## config.mk

```make
export PLATFORM = sky130hd
export DESIGN_NAME = fxu_issue_queue
export DESIGN_NICKNAME = d
export VERILOG_FILES = /design/src/rtl/fxu_pkg.sv /design/src/rtl/iq_oldest_picker.sv /design/src/rtl/fxu_issue_queue.sv
export SDC_FILE = /design/constraint.sdc
export NUM_CORES = 1
export LEC_CHECK = 0
export CORE_ASPECT_RATIO = 0.5
export CORE_UTILIZATION = 39
export CTS_CLUSTER_DIAMETER = 200
export CTS_CLUSTER_SIZE = 30
export DETAILED_ROUTE_END_ITERATION = 6
export MAX_ROUTING_LAYER = met4
export PLACE_DENSITY = 0.61
export SYNTH_ARGS = -nofsm -noshare
export SYNTH_HDL_FRONTEND = slang
export SYNTH_SLANG_ARGS = --single-unit
```

## constraint.sdc

```tcl
create_clock -name clk -period 41.3 [get_ports clk]
set_input_delay 8.26 -clock clk [delete_from_list [all_inputs] [get_ports clk]]
set_output_delay 8.26 -clock clk [all_outputs]
set_load 0.02 [all_outputs]
```

## src/rtl/fxu_pkg.sv

```systemverilog
`default_nettype none
// ============================================================================
// fxu_pkg : shared FXU opcodes, default widths and operand-need decode
// Rev 1.0
// ============================================================================
package fxu_pkg;

    localparam int DEPTH_DEF  = 4;
    localparam int ROB_W_DEF  = 4;
    localparam int DATA_W_DEF = 16;
    localparam int IMM_W_DEF  = 9;
    localparam int OP_W_DEF   = 4;

    typedef enum logic [3:0] {
        OP_ADD  = 4'b0000,
        OP_SUB  = 4'b0001,
        OP_MOV  = 4'b0100,
        OP_MOVL = 4'b0101,
        OP_MOVH = 4'b0110
    } fxu_op_e;

    // Operand slot positions inside the {t,a,b} need/ready vectors
    localparam int OPND_B = 0;
    localparam int OPND_A = 1;
    localparam int OPND_T = 2;

    function automatic logic [2:0] operand_need(input logic [3:0] op);
        case (op)
            OP_ADD, OP_SUB:   return 3'b011;
            OP_MOV:           return 3'b010;
            OP_MOVL, OP_MOVH: return 3'b100;
            default:          return 3'b000;
        endcase
    endfunction

endpackage
`default_nettype wire

```

## src/rtl/iq_oldest_picker.sv

```systemverilog
`default_nettype none
// ============================================================================
// iq_oldest_picker : one-hot grant of the oldest ready entry (modulo ages)
// Rev 1.0
// ============================================================================
module iq_oldest_picker #(
    parameter int DEPTH = 4,
    parameter int AGE_W = 5
) (
    input  logic [DEPTH-1:0]            i_ready,
    input  logic [DEPTH-1:0][AGE_W-1:0] i_age,
    output logic [DEPTH-1:0]            o_grant,
    output logic                        o_any
);

    // a is older than b when (a - b) is negative in modulo-2^AGE_W arithmetic
    function automatic logic older(input logic [AGE_W-1:0] a, input logic [AGE_W-1:0] b);
        logic [AGE_W-1:0] diff;
        diff = a - b;
        return diff[AGE_W-1];
    endfunction

    always_comb begin
        o_grant = i_ready;
        for (int i = 0; i < DEPTH; i++) begin
            for (int j = 0; j < DEPTH; j++) begin
                if (j != i && i_ready[i] && i_ready[j]) begin
                    if (older(i_age[j], i_age[i]) || (i_age[j] == i_age[i] && j < i)) begin
                        o_grant[i] = 1'b0;
                    end
                end
            end
        end
    end

    assign o_any = |i_ready;

endmodule
`default_nettype wire

```

## src/rtl/fxu_issue_queue.sv

```systemverilog
`default_nettype none
// ============================================================================
// fxu_issue_queue : FXU reservation station with CDB wakeup and oldest-first issue
// Rev 1.0
// ============================================================================
module fxu_issue_queue
    import fxu_pkg::*;
#(
    parameter int DEPTH  = DEPTH_DEF,
    parameter int ROB_W  = ROB_W_DEF,
    parameter int DATA_W = DATA_W_DEF,
    parameter int IMM_W  = IMM_W_DEF,
    parameter int OP_W   = OP_W_DEF
) (
    input  logic                     clk,
    input  logic                     rst,
    input  logic                     flush,
    input  logic                     disp_valid,
    output logic                     disp_ready,
    input  logic [OP_W-1:0]          disp_opcode,
    input  logic [ROB_W-1:0]         disp_rob_index,
    input  logic [IMM_W-1:0]         disp_imm,
    input  logic                     disp_t_rdy,
    input  logic [ROB_W-1:0]         disp_t_tag,
    input  logic [DATA_W-1:0]        disp_t_val,
    input  logic                     disp_a_rdy,
    input  logic [ROB_W-1:0]         disp_a_tag,
    input  logic [DATA_W-1:0]        disp_a_val,
    input  logic                     disp_b_rdy,
    input  logic [ROB_W-1:0]         disp_b_tag,
    input  logic [DATA_W-1:0]        disp_b_val,
    input  logic                     cdb_valid,
    input  logic [ROB_W-1:0]         cdb_rob_index,
    input  logic [DATA_W-1:0]        cdb_value,
    output logic                     issue_valid,
    output logic [OP_W-1:0]          issue_opcode,
    output logic [ROB_W-1:0]         issue_rob_index,
    output logic [DATA_W-1:0]        issue_vt,
    output logic [DATA_W-1:0]        issue_va,
    output logic [DATA_W-1:0]        issue_vb,
    output logic [IMM_W-1:0]         issue_i,
    output logic [$clog2(DEPTH):0]   occupancy
);

    localparam int IDX_W = $clog2(DEPTH);
    localparam int OCC_W = $clog2(DEPTH) + 1;
    localparam int AGE_W = ROB_W + 1;

    logic [DEPTH-1:0]            r_valid;
    logic [OP_W-1:0]             r_op   [DEPTH];
    logic [ROB_W-1:0]            r_rob  [DEPTH];
    logic [IMM_W-1:0]            r_imm  [DEPTH];
    logic [2:0]                  r_rdy  [DEPTH];
    logic [ROB_W-1:0]            r_tag  [DEPTH][3];
    logic [DATA_W-1:0]           r_val  [DEPTH][3];
    logic [DEPTH-1:0][AGE_W-1:0] r_age;
    logic [AGE_W-1:0]            r_age_ctr;
    logic [OCC_W-1:0]            r_occ;

    logic                        r_issue_valid;
    logic [OP_W-1:0]             r_issue_op;
    logic [ROB_W-1:0]            r_issue_rob;
    logic [DATA_W-1:0]           r_issue_vt;
    logic [DATA_W-1:0]           r_issue_va;
    logic [DATA_W-1:0]           r_issue_vb;
    logic [IMM_W-1:0]            r_issue_i;

    logic [DEPTH-1:0]            w_sel_rdy;
    logic [DEPTH-1:0]            w_grant;
    logic                        w_issue;
    logic [IDX_W-1:0]            w_sel_idx;
    logic [IDX_W-1:0]            w_free_idx;
    logic                        w_accept;
    logic [2:0]                  w_need;
    logic [2:0]                  w_d_rdy;
    logic [ROB_W-1:0]            w_d_tag [3];
    logic [DATA_W-1:0]           w_d_val [3];
    logic [2:0]                  w_new_rdy;
    logic [DATA_W-1:0]           w_new_val [3];

    assign disp_ready = (r_occ < OCC_W'(DEPTH));
    assign w_accept   = disp_valid & disp_ready;
    assign w_need     = operand_need(4'(disp_opcode));
    assign w_d_rdy    = {disp_t_rdy, disp_a_rdy, disp_b_rdy};

    always_comb begin
        w_d_tag[OPND_B] = disp_b_tag;
        w_d_tag[OPND_A] = disp_a_tag;
        w_d_tag[OPND_T] = disp_t_tag;
        w_d_val[OPND_B] = disp_b_val;
        w_d_val[OPND_A] = disp_a_val;
        w_d_val[OPND_T] = disp_t_val;
    end

    // Unneeded operands count as ready; a same-cycle CDB match is bypassed in
    always_comb begin
        for (int k = 0; k < 3; k++) begin
            w_new_rdy[k] = 1'b1;
            w_new_val[k] = w_d_val[k];
            if (w_need[k] && !w_d_rdy[k]) begin
                if (cdb_valid && cdb_rob_index == w_d_tag[k]) begin
                    w_new_val[k] = cdb_value;
                end else begin
                    w_new_rdy[k] = 1'b0;
                    w_new_val[k] = '0;
                end
            end
        end
    end

    always_comb begin
        w_free_idx = '0;
        for (int i = DEPTH - 1; i >= 0; i--) begin
            if (!r_valid[i]) begin
                w_free_idx = IDX_W'(i);
            end
        end
    end

    always_comb begin
        for (int i = 0; i < DEPTH; i++) begin
            w_sel_rdy[i] = r_valid[i] & (&r_rdy[i]);
        end
    end

    iq_oldest_picker #(
        .DEPTH (DEPTH),
        .AGE_W (AGE_W)
    ) u_picker (
        .i_ready (w_sel_rdy),
        .i_age   (r_age),
        .o_grant (w_grant),
        .o_any   (w_issue)
    );

    always_comb begin
        w_sel_idx = '0;
        for (int i = 0; i < DEPTH; i++) begin
            if (w_grant[i]) begin
                w_sel_idx = IDX_W'(i);
            end
        end
    end

    always_ff @(posedge clk or posedge rst) begin
        if (rst) begin
            r_valid       <= '0;
            r_age_ctr     <= '0;
            r_occ         <= '0;
            r_age         <= '0;
            r_issue_valid <= 1'b0;
            r_issue_op    <= '0;
            r_issue_rob   <= '0;
            r_issue_vt    <= '0;
            r_issue_va    <= '0;
            r_issue_vb    <= '0;
            r_issue_i     <= '0;
            for (int i = 0; i < DEPTH; i++) begin
                r_op[i]  <= '0;
                r_rob[i] <= '0;
                r_imm[i] <= '0;
                r_rdy[i] <= '0;
                for (int k = 0; k < 3; k++) begin
                    r_tag[i][k] <= '0;
                    r_val[i][k] <= '0;
                end
            end
        end else if (flush) begin
            r_valid       <= '0;
            r_occ         <= '0;
            r_issue_valid <= 1'b0;
            r_issue_op    <= '0;
            r_issue_rob   <= '0;
            r_issue_vt    <= '0;
            r_issue_va    <= '0;
            r_issue_vb    <= '0;
            r_issue_i     <= '0;
        end else begin
            for (int i = 0; i < DEPTH; i++) begin
                if (w_issue && w_grant[i]) begin
                    r_valid[i] <= 1'b0;
                end else if (r_valid[i]) begin
                    for (int k = 0; k < 3; k++) begin
                        if (!r_rdy[i][k] && cdb_valid && cdb_rob_index == r_tag[i][k]) begin
                            r_rdy[i][k] <= 1'b1;
                            r_val[i][k] <= cdb_value;
                        end
                    end
                end
                // The free slot is never the one being issued, so no write conflict
                if (w_accept && w_free_idx == IDX_W'(i)) begin
                    r_valid[i] <= 1'b1;
                    r_op[i]    <= disp_opcode;
                    r_rob[i]   <= disp_rob_index;
                    r_imm[i]   <= disp_imm;
                    r_age[i]   <= r_age_ctr;
                    r_rdy[i]   <= w_new_rdy;
                    for (int k = 0; k < 3; k++) begin
                        r_tag[i][k] <= w_d_tag[k];
                        r_val[i][k] <= w_new_val[k];
                    end
                end
            end
            if (w_accept) begin
                r_age_ctr <= r_age_ctr + AGE_W'(1);
            end
            r_occ         <= r_occ + OCC_W'(w_accept) - OCC_W'(w_issue);
            r_issue_valid <= w_issue;
            if (w_issue) begin
                r_issue_op  <= r_op[w_sel_idx];
                r_issue_rob <= r_rob[w_sel_idx];
                r_issue_vt  <= r_val[w_sel_idx][OPND_T];
                r_issue_va  <= r_val[w_sel_idx][OPND_A];
                r_issue_vb  <= r_val[w_sel_idx][OPND_B];
                r_issue_i   <= r_imm[w_sel_idx];
            end else begin
                r_issue_op  <= '0;
                r_issue_rob <= '0;
                r_issue_vt  <= '0;
                r_issue_va  <= '0;
                r_issue_vb  <= '0;
                r_issue_i   <= '0;
            end
        end
    end

    assign issue_valid     = r_issue_valid;
    assign issue_opcode    = r_issue_op;
    assign issue_rob_index = r_issue_rob;
    assign issue_vt        = r_issue_vt;
    assign issue_va        = r_issue_va;
    assign issue_vb        = r_issue_vb;
    assign issue_i         = r_issue_i;
    assign occupancy       = r_occ;

endmodule
`default_nettype wire

```

==> qor.yml <==
clock_tree:
  cts_resized: 0
  insertion_delay_ns: 0.56
  clkSlewWorstSetupHoldPaths_ns: 0.11
  tritoncts: "done"
  cts_inserted_buffers: 17
  cts_max_level: 1
  clock_sinks: 418
  cts_buffer_depth: 3
  cts_setup_buffers: 0
  holdBufCountCts: 0
  cts_root_buf: "clkbuf_16"
power_and_ir_drop:
  internal-power_uw: 796
  p_sw_share_pct: 34.3
  ir_drop_v: 0.0000255
  pwr-share-seq_pct: 50.0
  p_clk_share_pct: 17.2
  power_density_nw_per_um2: 50.1
  p_leak_nw: 10.8
  p_sw_uw: 416
  p_comb_share_pct: 32.8
job:
  maxCapViolCount: 0
drt:
  initialDrtViolationCount: 1142
  drtPass1Iterations: 7
  wl_per_cell_um: 22.9
  vias: 15700
  drc: 2
  routed_via_density: 5.77
  routed_wl_um: 62300
  ant_nets: 0
outcome:
  failed_checks: "design-rule violations"
  run_status: "complete, but fails checks"
synthesis:
  synth_area_per_cell_sq_um: 11.1
  synth_common_cells: "dfrtp_1, nand2_1, mux2_1"
  yosysTopAreaCell: "dfrtp_1"
  synth_seq_area_share_pct: 49.0
  yosysUniqueCellTypes: 49
  synth_ff_type: "dfrtp_1"
  syn_inst: 1919
  synthAdderAreaFrac_pct: 3.08
  yosysMostFrequentCell: "dfrtp_1"
  netlist_area_sq_um: 21300
  synth_top_family_by_area: "compound AO/OA/AOI/OAI gates"
  synth.mux.area_fraction_pct: 15.6
  synthArstFlopShare_pct: 100
  synth_seq_cells: 418
  yosys.area_share.simple_pct: 8.52
  ys_warn_count: 0
  synthTopCellsByArea: "dfrtp_1, mux2_1, nand2_1"
  synthesis.nets: 2076
  synth_xor_xnor_area_share_pct: 2.67
  synth_top_area_share_pct: 49.0
  synth-edff-count: 0
  synth_compound_area_share_pct: 17.3
place:
  hpwlAfterDp_um: 40700
  io_buffers: 174
  gp_congestion: 0.890
  dp_cells: 2695
sta:
  maxSlewHeadroom_pct: 24.0
  setup_violations: 0
  max_freq_mhz: 89.5
  report.final.slew_viol_count: 0
  tightestPinTransition_ns: 1.14
  fin_crit_ns: 11.17
  fin_skew_ns: 0.0197
  fin_crit_sh_pct: 27.1
  tns_ns: 0
  final-hold-violation-count: 0
  rsz0062_at_grt: "false"
critical_path:
  crit_start: "disp_opcode[1]"
  worstSetupPathType: "input pin to flop"
  r2r-end: "issue_vb[0]"
  cp-start-kind: "input pin"
  end_kind: "flop"
  ff2ff_path_depth: 10
  r2r_start: "r_age[3]"
  cp_max_fo: 20
  cp_data_arrival_time_ns: 11.62
  crit_required_ns: 41.74
  r2r_slack_ns: 36.76
global_routing:
  grt_antenna_before_repair: 4
  grt_max_degree: 163
  grt_util_all_layers_pct: 23.0
  grt_pass1_vias: 16000
  grt_first_pass_wirelength_um: 96700
  grt.overflow.total: 0
die:
  pin_count: 175
  initial_core_util_pct: 39.6
  rows: 60
  die_w_um: 333
  coreArea_sq_um: 53900
  die-height_um: 167
  die_area_sq_um: 55700
hold_path:
  hp-class: "flop to flop"
  hold_depth: 1
  hp-start: "r_rob[11]"
  min_to: "r_rob[11]"
cells_and_area:
  syn2layout_area_growth_pct: 13.4
  regArea_sq_um: 10500
  fillers: 5085
  multiInputGateArea_sq_um: 10200
  fin_cells: 2717
  nNetsFinal: 2158
  drive_gt1_share_pct: 10.6
==> power by group through the flow <==
stage                     Combinational [mW]  Clock, mW  Sequential (mW)
after floorplan                        0.272          0            0.609
after global placement                 0.391          0            0.612
after detailed placement               0.399          0            0.615
after CTS                              0.401      0.214            0.606
after global routing                   0.437      0.226            0.622
final                                  0.397      0.208            0.607
==> layout make-up <==
cell class              instances  share of cell area, %
diodes                          4                 0.0414
well taps                     713                   3.69
repair buffers                208                   8.30
clock buffers                  18                   1.81
inverters                      46                  0.745
multi-input cells            1310                   42.2
flip-flops and latches        418                   43.2
==> worst max-delay path, cell delays in order <==
cell	delay, ns
clkdlybuf4s50_1	0.73
xor2_1	0.21
nand3_2	0.62
a21oi_2	1.08
or2_1	0.28
o21ai_0	0.09
mux2_1	0.31
==> through the flow <==
stage	setup WS (ns)	utilization (%)	hold WS, ns	total power, mW	cell area, sq um
floorplan	21.41	-	0.457	0.881	21300
finish	30.13	44.9	0.499	1.21	24200
CTS	30.17	44.9	0.500	1.22	24200
detailed placement	29.58	44.1	0.474	1.01	23700
global route	29.98	44.9	0.507	1.28	24200
global placement	29.64	44.1	0.468	1.00	23700
==> cells by family (layout without fill, tap and decap cells) <==
logic type                 count (synthesis)  in the layout
and+or+nand+nor                          396            396
AOI/OAI and AO/OA                        492            492
xor gates and xnor gates                  65             65
other                                      0              4
muxes                                    305            305
DFF                                      418            418
adders and majority gates                 52             52
buffers and inverters                    191            272
==> routing by layer <==
metal | global-route usage [%] | up-vias | routed length [um]
li1 | - | 7136 | -
met2 | 38.2 | 402 | 30500
met5 | - | - | 0
met4 | 6.73 | 0 | 1800
met3 | 2.37 | 89 | 2530
met1 | 29.8 | 8046 | 27500
==> worst max-delay path by stage <==
stage / to / slack (ns)
after floorplan: issue_i[0] / 21.41
after global placement: r_val[51] / 29.64
after detailed placement: r_val[51] / 29.58
after CTS: r_val[51] / 30.17
after global routing: r_val[51] / 29.98
final: r_val[51] / 30.13
==> layout by cell type (no fill, tap or decap), types with 16 or more instances in the layout <==
master             n
nand2_1          235
clkbuf_16         17
inv_1             42
o211ai_1         100
nor2_1            22
a21o_1            33
buf_4             33
a21oi_1           32
or2_1             16
dfrtp_1          418
mux2i_1           84
nand4_1           76
nor3_1            16
o21ai_1           90
xor2_1            46
o21ai_0           38
clkdlybuf4s50_1  174
mux2_1           146
mux2_2            75
xnor2_1           19
o221ai_2          50
o21a_1            97
ha_1              51
==> flip-flops by register name (all words and copies together) (netlist names), 3 cells and up <==
register         cells
issue_vt            16
r_rdy               12
r_val              192
r_rob               16
occupancy            3
issue_i              9
r_tag               48
r_valid              4
r_age               20
r_age_ctr            5
issue_rob_index      4
r_op                16
r_imm               36
issue_opcode         4
issue_vb            16
issue_va            16
Power figures use the tool's default switching activity.
